<file path="config.mk">
export PLATFORM = sky130hd
export DESIGN_NAME = layer_conf_sequencer
export DESIGN_NICKNAME = d
export VERILOG_FILES = /design/src/rtl/layer_conf_sequencer.sv
export SDC_FILE = /design/constraint.sdc
export NUM_CORES = 2
export LEC_CHECK = 0
export ABC_CLOCK_PERIOD_IN_PS = 5400
export BUFFER_PORTS_ARGS = -buffer_cell sky130_fd_sc_hd__buf_2
export CAP_MARGIN = 5
export CORE_MARGIN = 2
export CORE_UTILIZATION = 30
export CTS_CLUSTER_SIZE = 25
export DETAILED_ROUTE_END_ITERATION = 8
export GPL_TIMING_DRIVEN = 0
export PLACE_DENSITY = 0.45
export SYNTH_ARGS = -nofsm -noshare
export SYNTH_HDL_FRONTEND = slang
export SYNTH_SLANG_ARGS = --single-unit
export TNS_END_PERCENT = 20
</file>
<file path="constraint.sdc">
create_clock -name clk -period 5.4 [get_ports clk]
set_input_delay 0.27 -clock clk [delete_from_list [all_inputs] [get_ports clk]]
set_output_delay 0.27 -clock clk [all_outputs]
set_load 0.05 [all_outputs]
</file>
<file path="src/rtl/layer_conf_sequencer.sv">
// Steps the accelerator core through a table of per-layer configuration
// descriptors, handshaking on the core's done status between layers.
module layer_conf_sequencer #(
    parameter int MAX_LAYERS = 8,
    parameter int REG_WIDTH  = 32,
    parameter int SETTLE_CYC = 2,
    parameter int TIMEOUT_W  = 24
) (
    input  logic                          clk,
    input  logic                          rst,
    input  logic                          desc_wr_en,
    input  logic [$clog2(MAX_LAYERS)-1:0] desc_wr_layer,
    input  logic [2:0]                    desc_wr_field,
    input  logic [REG_WIDTH-1:0]          desc_wr_data,
    input  logic                          i_start,
    input  logic [$clog2(MAX_LAYERS):0]   i_num_layers,
    input  logic                          i_abort,
    input  logic [REG_WIDTH-1:0]          i_conf_status,
    output logic [REG_WIDTH-1:0]          o_conf_ctrl,
    output logic [REG_WIDTH-1:0]          o_conf_outputsize,
    output logic [REG_WIDTH-1:0]          o_conf_kernelsize,
    output logic [REG_WIDTH-1:0]          o_conf_weightinterval,
    output logic [REG_WIDTH-1:0]          o_conf_kernelshape,
    output logic [REG_WIDTH-1:0]          o_conf_inputshape,
    output logic [REG_WIDTH-1:0]          o_conf_inputrstcnt,
    output logic                          o_busy,
    output logic                          o_done,
    output logic                          o_err,
    output logic [$clog2(MAX_LAYERS)-1:0] o_layer_idx
);

    localparam int IDX_W = $clog2(MAX_LAYERS);
    localparam int NL_W  = IDX_W + 1;
    localparam int SET_W = (SETTLE_CYC > 1) ? $clog2(SETTLE_CYC) : 1;
    localparam logic [SET_W-1:0]     SETTLE_LAST = SET_W'(SETTLE_CYC - 1);
    localparam logic [TIMEOUT_W-1:0] WD_LAST     = {{(TIMEOUT_W-1){1'b1}}, 1'b0};

    typedef enum logic [2:0] {
        S_IDLE,
        S_LOAD,
        S_SETTLE,
        S_RUN,
        S_DRAIN,
        S_FIN
    } state_t;

    // The enable bit belongs to the sequencer, so flag bit 0 is never stored.
    logic [REG_WIDTH-1:0] tab_outputsize     [MAX_LAYERS];
    logic [REG_WIDTH-1:0] tab_kernelsize     [MAX_LAYERS];
    logic [REG_WIDTH-1:0] tab_weightinterval [MAX_LAYERS];
    logic [REG_WIDTH-1:0] tab_kernelshape    [MAX_LAYERS];
    logic [REG_WIDTH-1:0] tab_inputshape     [MAX_LAYERS];
    logic [REG_WIDTH-1:0] tab_inputrstcnt    [MAX_LAYERS];
    logic [REG_WIDTH-1:1] tab_flags          [MAX_LAYERS];

    state_t               state;
    logic [NL_W-1:0]      num_layers;
    logic [SET_W-1:0]     settle_cnt;
    logic [TIMEOUT_W-1:0] watchdog;

    logic core_done;
    logic start_ok;
    logic last_layer;
    logic unused_status;

    assign core_done     = i_conf_status[1];
    assign start_ok      = (i_num_layers != '0) && (i_num_layers <= NL_W'(MAX_LAYERS));
    assign last_layer    = ({1'b0, o_layer_idx} == (num_layers - NL_W'(1)));
    assign unused_status = ^{i_conf_status[REG_WIDTH-1:2], i_conf_status[0]};

    always_ff @(posedge clk) begin
        if (rst) begin
            for (int i = 0; i < MAX_LAYERS; i++) begin
                tab_outputsize[i]     <= '0;
                tab_kernelsize[i]     <= '0;
                tab_weightinterval[i] <= '0;
                tab_kernelshape[i]    <= '0;
                tab_inputshape[i]     <= '0;
                tab_inputrstcnt[i]    <= '0;
                tab_flags[i]          <= '0;
            end
        end else if (desc_wr_en && (state == S_IDLE)) begin
            case (desc_wr_field)
                3'd0:    tab_outputsize[desc_wr_layer]     <= desc_wr_data;
                3'd1:    tab_kernelsize[desc_wr_layer]     <= desc_wr_data;
                3'd2:    tab_weightinterval[desc_wr_layer] <= desc_wr_data;
                3'd3:    tab_kernelshape[desc_wr_layer]    <= desc_wr_data;
                3'd4:    tab_inputshape[desc_wr_layer]     <= desc_wr_data;
                3'd5:    tab_inputrstcnt[desc_wr_layer]    <= desc_wr_data;
                3'd6:    tab_flags[desc_wr_layer]          <= desc_wr_data[REG_WIDTH-1:1];
                default: ;
            endcase
        end
    end

    always_ff @(posedge clk) begin
        if (rst) begin
            state                 <= S_IDLE;
            num_layers            <= '0;
            settle_cnt            <= '0;
            watchdog              <= '0;
            o_conf_ctrl           <= '0;
            o_conf_outputsize     <= '0;
            o_conf_kernelsize     <= '0;
            o_conf_weightinterval <= '0;
            o_conf_kernelshape    <= '0;
            o_conf_inputshape     <= '0;
            o_conf_inputrstcnt    <= '0;
            o_busy                <= 1'b0;
            o_done                <= 1'b0;
            o_err                 <= 1'b0;
            o_layer_idx           <= '0;
        end else begin
            o_done <= 1'b0;
            // Abort wins over every other transition and never flags an error.
            if (i_abort && (state != S_IDLE)) begin
                state       <= S_IDLE;
                o_conf_ctrl <= '0;
                o_busy      <= 1'b0;
            end else begin
                case (state)
                    S_IDLE: begin
                        o_conf_ctrl <= '0;
                        if (i_start) begin
                            if (start_ok) begin
                                num_layers  <= i_num_layers;
                                o_layer_idx <= '0;
                                o_err       <= 1'b0;
                                o_busy      <= 1'b1;
                                state       <= S_LOAD;
                            end else begin
                                o_err <= 1'b1;
                            end
                        end
                    end
                    S_LOAD: begin
                        o_conf_outputsize     <= tab_outputsize[o_layer_idx];
                        o_conf_kernelsize     <= tab_kernelsize[o_layer_idx];
                        o_conf_weightinterval <= tab_weightinterval[o_layer_idx];
                        o_conf_kernelshape    <= tab_kernelshape[o_layer_idx];
                        o_conf_inputshape     <= tab_inputshape[o_layer_idx];
                        o_conf_inputrstcnt    <= tab_inputrstcnt[o_layer_idx];
                        o_conf_ctrl           <= {tab_flags[o_layer_idx], 1'b0};
                        settle_cnt            <= '0;
                        state                 <= S_SETTLE;
                    end
                    S_SETTLE: begin
                        if (settle_cnt == SETTLE_LAST) begin
                            o_conf_ctrl[0] <= 1'b1;
                            watchdog       <= '0;
                            state          <= S_RUN;
                        end else begin
                            settle_cnt <= settle_cnt + 1'b1;
                        end
                    end
                    // The watchdog fires on the cycle its count would reach all-ones.
                    S_RUN: begin
                        if (core_done) begin
                            o_conf_ctrl[0] <= 1'b0;
                            state          <= S_DRAIN;
                        end else if (watchdog == WD_LAST) begin
                            o_err       <= 1'b1;
                            o_conf_ctrl <= '0;
                            o_busy      <= 1'b0;
                            state       <= S_IDLE;
                        end else begin
                            watchdog <= watchdog + 1'b1;
                        end
                    end
                    S_DRAIN: begin
                        if (!core_done) begin
                            if (last_layer) begin
                                o_done <= 1'b1;
                                state  <= S_FIN;
                            end else begin
                                o_layer_idx <= o_layer_idx + 1'b1;
                                state       <= S_LOAD;
                            end
                        end
                    end
                    S_FIN: begin
                        o_busy <= 1'b0;
                        state  <= S_IDLE;
                    end
                    default: begin
                        o_conf_ctrl <= '0;
                        o_busy      <= 1'b0;
                        state       <= S_IDLE;
                    end
                endcase
            end
        end
    end

endmodule
</file>
# Word-level counts from Yosys, hierarchy flattened
# Memories as Yosys holds them, arrays and structs flattened. A register that Yosys moved wholly into a read port is not among the register bits.
# Cells that the tools add are included.
# word_totals
memories	7
ramBits	1784
register_bits	70
in_bits	79
output_inout_bits	230
word_cells	171
# classes
mux	89
n_lt_le_gt_ge	1
n_bitwise	5
n_addsub	4
n_reduce_logical	33
eq_ne	22
# mem_list
memory	words	width	read_ports	rd_ports_with_merged_regs	wr	line_no	source
tab_inputrstcnt	8	32	1	1	8	53	logic [REG_WIDTH-1:0] tab_inputrstcnt [MAX_LAYERS];
tab_inputshape	8	32	1	1	8	52	logic [REG_WIDTH-1:0] tab_inputshape [MAX_LAYERS];
tab_kernelshape	8	32	1	1	8	51	logic [REG_WIDTH-1:0] tab_kernelshape [MAX_LAYERS];
tab_kernelsize	8	32	1	1	8	49	logic [REG_WIDTH-1:0] tab_kernelsize [MAX_LAYERS];
tab_outputsize	8	32	1	1	8	48	logic [REG_WIDTH-1:0] tab_outputsize [MAX_LAYERS];
tab_weightinterval	8	32	1	1	8	50	logic [REG_WIDTH-1:0] tab_weightinterval [MAX_LAYERS];
+1 memories	--	--	--	--	--	--	
# ops
op	count
2-to-1 mux 32 bit	7
OR reduction 32 bit	6
one-hot mux 31 bit (3 select lines)	1
2-to-1 mux 24 bit	3
2-to-1 mux 31 bit	2
2-to-1 mux 3 bit	20
2-to-1 mux 1 bit	49
one-hot mux 24 bit (2 select lines)	1
OR reduction 31 bit	1
adder 24 x 1 -> 24 bit (second input constant)	1
== test 24 bit (second input constant)	1
AND reduction 5 bit	4
inequality test 2 bit (second input constant)	8
== test 3 bit (second input constant)	5
one-hot mux 3 bit (5 select lines)	1
== test 3 x 2 -> 1 bit (second input constant)	4
nonzero test 2 bit	4
== test 3 x 1 -> 1 bit (second input constant)	2
zero test 3 bit	2
one-hot mux 1 bit (3 select lines)	2
one-hot mux 3 bit (2 select lines)	1
AND reduction 3 bit	2
AND reduction 6 bit	1
OR reduction 3 bit	2
15 further kinds	24

# Longest topological paths before layout
# depth
word_depth	7
depth_mapped	8
mapped_depth_nobuf	7

# Least setup slack after synthesis
# No wires, ideal clock.
# synth_timing
path_type	flip-flop to flip-flop
start	register state[0]
end	memory tab_kernelshape[4][0], enable pin
n_path_buf	2
required_ns	4.934
setup_ns	0.466
synth_period_minus_slack_ns	4.248
arrival_time_ns	3.783
slack_ns	1.152
stages_incl_launch_ff	7
cell_sequence	dfxtp_1 buf_2 nor3_1 and4bb_1 nand3_1 clkbuf_1 o21ai_0
# synth_lines
item	line_no	source
start, declared	56	state_t state;
start signal, assigned	98	state <= S_IDLE;
start signal, assigned	117	state <= S_IDLE;
start signal, assigned	130	state <= S_LOAD;
end, declared	51	

==> impl_metrics.csv <==
group,metric,value,unit
setup_path,reg2reg_from,"o_layer_idx[1]",
logic_synthesis,synth_most_common_cell,"and2_1",
clock_network,tritoncts,"yes",
pwr,power_leakage,0.0361,uW
detailed_routing,ant_nets,0,
clock_network,htree_num_levels,4,
logic_synthesis,synth_edf_count,1784,
timing,period_minus_slack,4.58,ns
layout,drive_above_1_share,0.182,
logic_synthesis,synth_flop_cell,"edfxtp_1",
grt,grt_pass1_vias,53500,
logic_synthesis,synth_cell_types,55,
detailed_routing,drt-pass1-iter-count,6,
worst_hold_path,holdCritPathClass,"primary input to register",
timing,fin_skew,0.0647,ns
timing,grt_setup_unrepaired,"false",
setup_path,cp-start-kind,"register",
logic_synthesis,synth_largest_area_cell,"edfxtp_1",
setup_path,r2r_slack,0.82,ns
layout,fin_util,0.356,
floorplan,start_util,0.302,
detailed_routing,wl_per_cell,31.2,um
floorplan,ios,309,
clock_network,numCtsBuffers,229,
layout,filler_cell_count,28200,
timing,fin_crit_sh,0.849,
logic_synthesis,netlist_instances,5863,
logic_synthesis,ys_top_cells_by_area,"edfxtp_1 60%, and2_1 13%, mux4_2 11%, dfxtp_1 6.0%, mux2i_1 2.5%",
grt,grt_max_degree,24,
setup_path,startpoint,"o_layer_idx[1]",
setup_path,r2r_cells,6,
logic_synthesis,yosysSeqAreaShare,0.662,
clock_network,path_clk_slew,0.06,ns
layout,fin_area,0.105,sq mm
logic_synthesis,synth_compound_area_frac,0.0282,
setup_path,criticalPathCategory,"register to register",
logic_synthesis,yosys.area_share.adder,0.000562,
floorplan,row_count,199,
layout,areaGrowthSynthToFinish,17.8,%
detailed_routing,drc,0,
setup_path,crit_chain,"clkbuf_1 -> clkbuf_1 -> buf_1 -> mux4_2 -> mux2i_1 -> a211oi_1",
clock_network,clock_latency,0.90,ns
logic_synthesis,yosys.area_share.simple,0.145,
setup_path,required,6.15,ns
place,hpwl,239000,um
floorplan,core,0.295,sq mm
timing,setup_violations,0,
setup_path,r2r_end,"o_conf_weightinterval[14]",
clock_network,clkSinkCount,2049,
place,placed_area,0.0974,sq mm
logic_synthesis,synthMuxAreaShare,0.138,
timing,relSlewSlack,0.0550,
place,dp.cells,10100,
pwr,powerDensity,343,mW/mm^2
layout,num-nets-final,6511,
grt,antenna_found_initial,37,
grt,grt-ovfl-total,0,
logic_synthesis,netlist.area_leader.share,0.602,
logic_synthesis,synth_area,0.0890,sq mm
flow_run,drv_cap,0,
pwr,sw_frac_of_total,0.242,
logic_synthesis,synth.net_count,5946,
timing,fmax,218,MHz
floorplan,die_x,549,um
setup_path,critical_path.endpoint_type,"register",
place,numPortBuffers,244,
status,status,"finished clean",
setup_path,critical_path.max_fanout,10,
detailed_routing,viasPerCell,4.99,
detailed_routing,vias,52700,
place,gp_congestion,0.849,
timing,drv_slew,0,
logic_synthesis,avgSynthCellArea,15.2,sq um
timing,whs,0.0523,ns
logic_synthesis,synth-async-reset-ratio,0,
floorplan,die_height,549,um
layout,instances_no_fill,10600,
pwr,clkPwrFrac,0.433,
setup_path,cpMostUsedCell,"clkbuf_1",
logic_synthesis,synth_xor_area_frac,0.000492,
pwr,p_int,27300,uW
pwr,power_frac_seq,0.500,
pwr,ir_drop,0.300,mV
setup_path,crit_path_end,"o_conf_weightinterval[14]",
timing,hold_viol,0,
setup_path,cp_slowest_cell,"buf_1",
pwr,power_switching,8690,uW
logic_synthesis,yosys_warnings,0,
floorplan,dieArea,0.301,sq mm
pwr,pwr-share-comb,0.067,
logic_synthesis,synth_top_family_by_area,"simple AND/OR/NAND/NOR gates",
grt,grt.total_usage,0.215,
detailed_routing,wirelength,329000,um
logic_synthesis,ys_ff_latch,2049,
detailed_routing,drt_iter0_drc,5887,
grt,grt_first_pass_wirelength,447000,um
setup_path,max_stage_delay,0.96,ns
setup_path,worstPathArrival,5.33,ns
clock_network,root_buffer,"clkbuf_16",
clock_network,cts_max_path_buffers,4,
logic_synthesis,synth_top_cells_by_count,"1785 x and2_1, 1784 x edfxtp_1, 522 x clkbuf_1, 446 x mux4_2, 270 x nor2_1",
timing,worstMarginPinSlew,1.41,ns
critical path, delay by kind of cell (launching register included):
kind	cells	cell delay, ns
muxes	2	1.09
DFF	1	0.42
AOI/OAI and AO/OA	1	0.17
buffers and inverters	3	2.71
final cells by class:
class	count	area (sq um)	area share
Multi-Input combinational cell	3214	28500	0.271
Timing Repair Buffer	334	2960	0.0282
Sequential cell	2049	58900	0.562
Clock inverter	85	761	0.00726
Clock buffer	337	6510	0.0621
Tap cell	3919	4900	0.0468
Inverter	12	45.0	0.000430
Buffer	588	2280	0.0217
Antenna cell	21	52.6	0.000501
worst min-delay path by stage:
stage / depth (start not counted) / end / startpoint
floorplan: 1 / o_done / i_conf_status[1]
global placement: 1 / o_conf_ctrl[8] / o_conf_ctrl[8]
detailed placement: 1 / o_conf_ctrl[19] / o_conf_ctrl[19]
CTS: 2 / tab_inputshape[6][21] / desc_wr_data[21]
global route: 2 / tab_kernelsize[3][21] / desc_wr_data[21]
finish: 2 / tab_kernelsize[3][21] / desc_wr_data[21]
per-stage QoR:
stage	power [uW]	setup slack [ns]	setup TNS, ns
2_1_floorplan	19500	1.15	0
3_5_place_dp	20700	0.586	0
3_3_place_gp	20600	-4.00	-5611.36
6_report	36000	0.817	0
5_1_grt	36900	0.839	0
4_1_cts	36200	0.740	0
flip-flops by register name (all words and copies together) (netlist names), 4 cells and up, named ones only:
register / cells
tab_kernelsize: 256
o_conf_inputrstcnt: 32
tab_kernelshape: 256
o_conf_outputsize: 32
o_conf_weightinterval: 32
tab_flags: 248
tab_inputrstcnt: 256
o_conf_ctrl: 32
o_conf_kernelsize: 32
tab_inputshape: 256
o_conf_inputshape: 32
tab_outputsize: 256
o_conf_kernelshape: 32
tab_weightinterval: 256
num_layers: 4
watchdog: 24
layer usage:
| layer | track usage | routed length (um) | share of wire | vias to the layer above |
|---|---|---|---|---|
| met5 | 0 | 97 | 0.00029 | - |
| met4 | 0.0715 | 11400 | 0.035 | 14 |
| met3 | 0.0412 | 22600 | 0.068 | 431 |
| met2 | 0.345 | 155000 | 0.47 | 1912 |
| met1 | 0.292 | 140000 | 0.43 | 27600 |
| li1 | - | - | - | 22700 |
power by group through the flow:
stage               combinational (uW)  clock [uW]  sequential, uW
finish                            2400       15600           18000
global route                      2500       16400           18000
CTS                               2420       15800           18000
detailed placement                2410           0           18300
global placement                  2210           0           18400
floorplan                          824           0           18700
cells in the final DEF (no fill, tap or decap), types with 30 or more instances in the layout:
cell,instances
a211oi_1,194
nand2_1,35
clkinv_2,34
edfxtp_1,1784
buf_2,272
and2_1,1785
clkbuf_16,235
buf_12,49
mux2i_1,226
o21ai_4,56
o2bb2ai_1,32
mux4_2,446
buf_1,35
nor2_1,270
clkbuf_1,580
dfxtp_1,265
clkinv_1,30
cell families (layout without fill, tap and decap cells):
kind of cell	Yosys count	after routing
AND/OR/NAND/NOR	2173	2173
flip-flops	2049	2049
multiplexers	672	672
buffers and inverters	600	1356
AO/OA/AOI/OAI	360	360
XOR/XNOR	5	5
adder cells (fa/ha/maj)	4	4
other	0	21
what timing repair did:
action | 4_1_cts | 5_1_grt
endpoints found under the setup margin | 0 | 0
buffers inserted | 0 | 0
hold endpoints to repair | 17 | 0
hold buffers | 12 | 0
resized for setup | 0 | 0
Power figures use the tool's default switching activity.
